<file path="config.mk">
export PLATFORM = sky130hd
export DESIGN_NAME = operand_skew_feeder
export DESIGN_NICKNAME = d
export VERILOG_FILES = /design/src/rtl/skew_feeder_pkg.sv /design/src/rtl/operand_bank.sv /design/src/rtl/operand_skew_feeder.sv
export SDC_FILE = /design/constraint.sdc
export NUM_CORES = 1
export LEC_CHECK = 0
export CORE_ASPECT_RATIO = 0.6
export CORE_MARGIN = 2
export CORE_UTILIZATION = 30
export DETAILED_ROUTE_END_ITERATION = 7
export PLACE_DENSITY_LB_ADDON = 0.05
export SLEW_MARGIN = 15
export SYNTH_ARGS = -nofsm -noshare
export SYNTH_HDL_FRONTEND = slang
export SYNTH_SLANG_ARGS = --single-unit
</file>
<file path="constraint.sdc">
create_clock -name clk -period 6 [get_ports clk]
set_input_delay 1.2 -clock clk [delete_from_list [all_inputs] [get_ports clk]]
set_output_delay 1.2 -clock clk [all_outputs]
set_load 0.05 [all_outputs]
</file>
<file path="src/rtl/skew_feeder_pkg.sv">
// Shared types and defaults for the systolic operand skew feeder.
package skew_feeder_pkg;

  typedef enum logic [1:0] {
    ST_IDLE   = 2'd0,
    ST_STREAM = 2'd1,
    ST_DONE   = 2'd2
  } state_e;

  localparam int DEF_N      = 4;
  localparam int DEF_DATA_W = 8;

  // Step counter must hold 0 .. 3N-3 without wrapping.
  function automatic int step_cnt_w(input int n);
    return $clog2(3 * n - 1);
  endfunction

endpackage

</file>
<file path="src/rtl/operand_bank.sv">
// NxN operand storage with a single write port; contents exposed as one flat vector.
module operand_bank
  import skew_feeder_pkg::*;
#(
  parameter int N      = DEF_N,
  parameter int DATA_W = DEF_DATA_W
) (
  input  logic                    clk,
  input  logic                    reset,
  input  logic                    we_i,
  input  logic [$clog2(N)-1:0]    row_i,
  input  logic [$clog2(N)-1:0]    col_i,
  input  logic [DATA_W-1:0]       data_i,
  output logic [N*N*DATA_W-1:0]   mem_o
);

  logic [N*N*DATA_W-1:0] mem_q;

  // Element (r,c) lives at slot r*N+c; out-of-range indices are silently dropped.
  always_ff @(posedge clk) begin
    if (!reset) begin
      mem_q <= '0;
    end else if (we_i && (int'(row_i) < N) && (int'(col_i) < N)) begin
      mem_q[(int'(row_i) * N + int'(col_i)) * DATA_W +: DATA_W] <= data_i;
    end
  end

  assign mem_o = mem_q;

endmodule

</file>
<file path="src/rtl/operand_skew_feeder.sv">
// Streams stored A/B operands into an NxN systolic array with the diagonal
// skew the array expects: row i of A and column j of B are delayed by i / j steps.
module operand_skew_feeder
  import skew_feeder_pkg::*;
#(
  parameter int N      = DEF_N,
  parameter int DATA_W = DEF_DATA_W
) (
  input  logic                   clk,
  input  logic                   reset,
  input  logic                   ld_valid,
  output logic                   ld_ready,
  input  logic                   ld_mat,
  input  logic [$clog2(N)-1:0]   ld_row,
  input  logic [$clog2(N)-1:0]   ld_col,
  input  logic [DATA_W-1:0]      ld_data,
  input  logic                   start,
  output logic                   busy,
  output logic                   done,
  output logic [N*DATA_W-1:0]    a_out,
  output logic [N*DATA_W-1:0]    b_out,
  output logic                   pe_enable
);

  localparam int T_W    = step_cnt_w(N);
  localparam int LAST_T = 3 * N - 3;

  state_e              state_q, state_d;
  logic [T_W-1:0]      t_q, t_d;
  logic [N*DATA_W-1:0] a_out_q, a_out_d;
  logic [N*DATA_W-1:0] b_out_q, b_out_d;
  logic                busy_q, done_q, ld_ready_q;

  logic [N*N*DATA_W-1:0] a_mem_s, b_mem_s;
  logic                  ld_acc_s, a_we_s, b_we_s, start_acc_s;

  assign ld_acc_s    = ld_valid & ld_ready_q;
  assign a_we_s      = ld_acc_s & ~ld_mat;
  assign b_we_s      = ld_acc_s & ld_mat;
  assign start_acc_s = start & ld_ready_q;

  operand_bank #(.N(N), .DATA_W(DATA_W)) u_bank_a (
    .clk(clk), .reset(reset), .we_i(a_we_s), .row_i(ld_row), .col_i(ld_col),
    .data_i(ld_data), .mem_o(a_mem_s)
  );

  operand_bank #(.N(N), .DATA_W(DATA_W)) u_bank_b (
    .clk(clk), .reset(reset), .we_i(b_we_s), .row_i(ld_row), .col_i(ld_col),
    .data_i(ld_data), .mem_o(b_mem_s)
  );

  // Next state and step counter.
  always_comb begin
    state_d = state_q;
    t_d     = t_q;
    case (state_q)
      ST_IDLE, ST_DONE: begin
        if (start_acc_s) begin
          state_d = ST_STREAM;
          t_d     = '0;
        end else begin
          state_d = ST_IDLE;
        end
      end
      ST_STREAM: begin
        if (t_q == T_W'(LAST_T)) begin
          state_d = ST_DONE;
        end else begin
          t_d = t_q + T_W'(1);
        end
      end
      default: begin
        state_d = ST_IDLE;
        t_d     = '0;
      end
    endcase
  end

  // Skewed lane selection for the upcoming step; a load landing on the start
  // edge is forwarded so the first step already sees the new value.
  always_comb begin
    a_out_d = '0;
    b_out_d = '0;
    for (int i = 0; i < N; i++) begin
      int d;
      d = int'(t_d) - i;
      if ((state_d == ST_STREAM) && (d >= 0) && (d < N)) begin
        if (a_we_s && (int'(ld_row) == i) && (int'(ld_col) == d)) begin
          a_out_d[i*DATA_W +: DATA_W] = ld_data;
        end else begin
          a_out_d[i*DATA_W +: DATA_W] = a_mem_s[(i*N + d)*DATA_W +: DATA_W];
        end
        if (b_we_s && (int'(ld_row) == d) && (int'(ld_col) == i)) begin
          b_out_d[i*DATA_W +: DATA_W] = ld_data;
        end else begin
          b_out_d[i*DATA_W +: DATA_W] = b_mem_s[(d*N + i)*DATA_W +: DATA_W];
        end
      end else begin
        a_out_d[i*DATA_W +: DATA_W] = '0;
        b_out_d[i*DATA_W +: DATA_W] = '0;
      end
    end
  end

  // State and registered outputs.
  always_ff @(posedge clk) begin
    if (!reset) begin
      state_q    <= ST_IDLE;
      t_q        <= '0;
      a_out_q    <= '0;
      b_out_q    <= '0;
      busy_q     <= 1'b0;
      done_q     <= 1'b0;
      ld_ready_q <= 1'b1;
    end else begin
      state_q    <= state_d;
      t_q        <= t_d;
      a_out_q    <= a_out_d;
      b_out_q    <= b_out_d;
      busy_q     <= (state_d == ST_STREAM);
      done_q     <= (state_d == ST_DONE);
      ld_ready_q <= (state_d != ST_STREAM);
    end
  end

  assign a_out     = a_out_q;
  assign b_out     = b_out_q;
  assign busy      = busy_q;
  assign pe_enable = busy_q;
  assign done      = done_q;
  assign ld_ready  = ld_ready_q;

endmodule

</file>
# Word-level counts from Yosys, hierarchy flattened
# Index checks and enable logic that the tools add are counted.
# totals
out_inout_bits	68
elab_cells	118
reg_bits	329
in_bits	17
# op_classes
n_eq_ne	20
order_cmp	8
shift	10
n_mux	16
addsub	12
reduce_logical	32
bitwise	5
# op_table
cell	count
$shiftx A128 B11 Y8	3
$shiftx A128 B9 Y8	3
$bwmux W128	2
$shift A8 B33 Y128 const A	1
$shiftx A128 B10 Y8	1
$shiftx A128 B8 Y8	1
$shiftx A8 B33 Y128	1
$mux W8	8
$neg A32 Y33	1
$eq A3 B5 Y1	6
$logic_and A1 B1 Y1	24
$add A7 B3 Y8 const B	2
$ge A5 B1 Y1 const B	3
$lt A5 B4 Y1 const B	3
$add A5 B5 Y6 const A	2
$eq A2 B2 Y1 const B	6
$sub A4 B2 Y5 const B	2
$add A7 B2 Y8 const B	1
$eq A2 B1 Y1 const B	4
$eq A3 B4 Y1	2
$mux W4	2
$pmux W4 S2	1
$reduce_and A2 Y1	4
$add A4 B5 Y6 const A	1
other kinds (14)	19

# Depth between registers and ports, before layout
# depth
word_depth	8
depth_mapped	24
ltp_nobuf	17

# Modules after synthesis
# A second synthesis with hierarchy kept.
# hier_totals
hier_cells	1899
hier_area_um2	17037.6
# by_module_without_submodules
module	cells_each	area_each_um2	instances	seq_area_each_um2
operand_skew_feeder	824	6505.0	1	1461.4
operand_bank (u_bank_b)	538	5291.3	1	2562.5
operand_bank (u_bank_a)	537	5241.3	1	2562.5

# Worst setup path after synthesis
# OpenSTA, ideal clock, no wires.
# synth_timing
path_kind	input-to-reg
start	in start
end	reg a_out_q[16] (netlist: a_out[16])
slack_ps	747
required_time_ps	5907
path_stages	18
t_arrival_ps	5161
n_path_buf	4
setup_time_ps	93
path_cell_list	a21oi_2 > o2bb2a_1 > nand2_2 > inv_2 > buf_2 > buf_2 > buf_1 > ha_1 > and3b_1 > a221o_1 > or2_2 > inv_1 > clkbuf_1 > ha_1 > nand3_1 > nor2_1 > nand4b_1 > o32ai_1
# synth_via
elab_chain_cells	8
elab_cells_between_ends	17
cone_classes	2 x add/sub; 2 x order compare; 2 x eq/ne; 1 x shift; 5 x mux; 1 x bitwise; 4 x reduce/logical
# synth_rtl
element	line_no	text
start, declared	operand_skew_feeder.sv:17	input logic start,
$and A1 B1 Y1 *	operand_skew_feeder.sv:40	assign start_acc_s = start & ld_ready_q;
parallel branches: the longest is 7 deep, another holds $add A5 B5 Y6	--	
end signal, assigned	operand_skew_feeder.sv:118	a_out_q <= a_out_d;
end, declared	operand_skew_feeder.sv:30	logic [N*DATA_W-1:0] a_out_q, a_out_d;
# Mark *: on every way between the ends.
# A chain may end at the register's enable or synchronous reset.

# Worst setup path after layout
# layout_timing
start	in start
end	reg a_out_q[17] (netlist: a_out[17])
# Same word-level chain as after synthesis.

==> impl_metrics.ini <==
[cells_and_area]
finalNetCount = 2041
area_delta_synth_final_pct = 17.3
drive_gt1_share_pct = 7.57
final_core_util_pct = 35.9
final_area_um2 = 18400
final_cell_count_no_fill = 2728

[timing]
finClkSkew_ps = 21.4
fin_tns_setup_ps = 0
report.final.hold_viol_count = 0
setup_viol = 0
worst_slew_pin_slew_ps = 1260
slew_headroom_pct = 15.0
fmax_ghz = 0.202
rsz0062_at_grt = false
fin_crit_ps = 4960
slew_viol_final = 0
period_share_pct = 82.7

[logic_synthesis]
synth_common_cells = 379 x nor2_1, 329 x dfxtp_1, 295 x a21oi_1, 254 x nand2_1, 132 x clkbuf_1
ys_ff_latch = 329
synth.most_common_cell = nor2_1
synth_area_leaders = dfxtp_1 42%, a21oi_1 9.4%, nor2_1 9.1%
ys_warn_count = 0
synth_seq_area_share_pct = 42.0
synth_edf_count = 0
syn_inst = 2009
synth_top_area_cell = dfxtp_1
ys_types = 67
synth_top_cell_area_share_pct = 42.0
avgSynthCellArea_um2 = 7.80
synth_nets = 2042
async_flop_share_pct = 0
synth_area_um2 = 15700
synth_flop_cell = dfxtp_1

[global_route]
globalRouteMet1Util_pct = 39.7
grt_pass1_wl_mm = 98.5
use_met3_pct = 4.52
grt_pass1_vias = 13900
grt_util_met2_pct = 32.9
overflow = 0
grt_usage_pct = 24.5
grt_busiest_layer = met1
grt_max_degree = 153
antenna_found_initial = 2

[pwr]
power.density_nw_per_um2 = 284
ir_worst_vdd_mv = 0.179
seqPwrFrac_pct = 42.2
clockPowerShare_pct = 44.7
p_leak_nw = 6.51
switching_share_pct = 28.9
p_int_mw = 3.71
p_switching_mw = 1.51
comb_power_share_pct = 13.1

[clock_network]
htreeDepth = 2
cts_hold_buf = 0
clk_pin_slew_ps = 70
worst_skew_pair.late_latency_ps = 550
cts-resized-gates = 0
cts_tree = built
cts_sinks = 329
cts_made_buffers = 36
root_buffer = clkbuf_16
post_cts_buffers = 0
clockBufferDepth = 3

[floorplan]
io-pin-count = 85
core_um2 = 51200
die_w_um = 299
dieHeight_um = 181
start_util_pct = 30.6
rows = 64
die_area_um2 = 54200

[outcome]
status = complete, no violations

[hold_path]
min_path_type = reg -> reg

[run]
drv_cap = 0

[routing]
avgRoutedWirePerCell_um = 25.0
drtIter0Drc = 1639
drt_first_pass_iters = 5
drc = 0
vias = 15100
vias_per_cell = 5.55
drt_wl_total_mm = 68.2
ant_nets = 0

[placed_design]
gp_congestion = 0.958
dpl_cell_area_um2 = 17200
numPortBuffers = 84
dp_hpwl_mm = 47.4
dp_cells = 2663

[worst_setup_path]
cp.arrival_ps = 5400
start_kind = input pin
cp.required_ps = 6440
critical_path_class = in -> reg
cp-end-kind = register
crit_fanout = 17
==> sequential cells by signal, indices dropped and copies added (netlist names) <==
signal / flops
a_out: 32
done: 1
b_out: 32
t_q: 4
busy: 1
u_bank_b.mem_o: 128
ld_ready: 1
state_q: 2
u_bank_a.mem_o: 128
==> cells by family after synthesis <==
logic type,count (synthesis),synth area share (%)
and+or+nand+nor,885,24.5
AOI/OAI and AO/OA,457,17.9
DFF,329,42.0
buffers and inverters,200,5.20
muxes,113,8.57
adders and majority gates,16,1.28
xor gates and xnor gates,9,0.503
==> stage by stage <==
step	hold slack, ps	power [mW]	setup slack, ps
after floorplan	432	2.66	747
after global placement	439	2.92	656
after detailed placement	447	2.92	596
after CTS	457	5.25	1130
after global routing	471	5.38	784
final	455	5.22	1040
==> cells in the final DEF (no fill, tap or decap), types with 17 or more instances in the layout <==
cell type and n:
nor3_1 91, mux4_2 17, nor2_1 379, buf_4 50, mux2i_1 96, a21oi_1 295, inv_1 21, nand2_1 254
nand3_1 34, nand4_1 24, a211oi_1 37, dfxtp_1 329, a221oi_1 22, clkdlybuf4s50_1 84, and3_1 42, clkbuf_16 37
==> final cells by class <==
class / count / area, um^2
inverter: 24 / 101
multi-input combinational: 1480 / 8360
timing repair buffer: 137 / 1280
antenna: 1 / 2.50
clock buffer: 49 / 1030
tap: 693 / 867
fill: 5418 / 32900
clock inverter: 15 / 171
sequential: 329 / 6590
==> power groups by stage <==
stage / clock network [mW] / logic [mW] / registers [mW]
after floorplan: 0 / 0.381 / 2.28
after global placement: 0 / 0.672 / 2.25
after detailed placement: 0 / 0.669 / 2.25
after CTS: 2.37 / 0.671 / 2.20
after global routing: 2.46 / 0.714 / 2.20
final: 2.33 / 0.683 / 2.20
==> critical path, stage by stage <==
cell             delay [ps]
clkdlybuf4s50_1         450
a21oi_2                 350
o2bb2a_1                320
nand2_4                 110
inv_4                    70
ha_1                    250
and3b_1                 240
a221o_1                 280
or2_2                   320
inv_1                   140
buf_4                   200
ha_1                    200
nand2_1                  60
nand3_1                  70
nor2_1                  100
buf_4                   230
nand4b_1                350
o32ai_1                 440
==> routing by layer <==
| metal | part of all wire, % | vias to the layer above |
|---|---|---|
| li1 | - | 7020 |
| met2 | 38 | 621 |
| met1 | 52 | 7424 |
| met3 | 8.0 | 79 |
| met5 | 0 | - |
| met4 | 1.6 | 0 |
==> worst paths after layout <==
check                           depth (start not counted)                       startpoint  slack, ps                               to
worst max-delay path                                   18                            start       1040             a_out[17]$_SDFF_PN0_
worst min-delay path                                    2  u_bank_b.mem_o[48]$_SDFFE_PN0P_        450  u_bank_b.mem_o[48]$_SDFFE_PN0P_
worst max register to register                         18                t_q[0]$_SDFF_PN0_       1420             a_out[17]$_SDFF_PN0_
worst min register to register                          2  u_bank_b.mem_o[48]$_SDFFE_PN0P_        450  u_bank_b.mem_o[48]$_SDFFE_PN0P_
No activity file was read; power rests on OpenSTA's default activity.
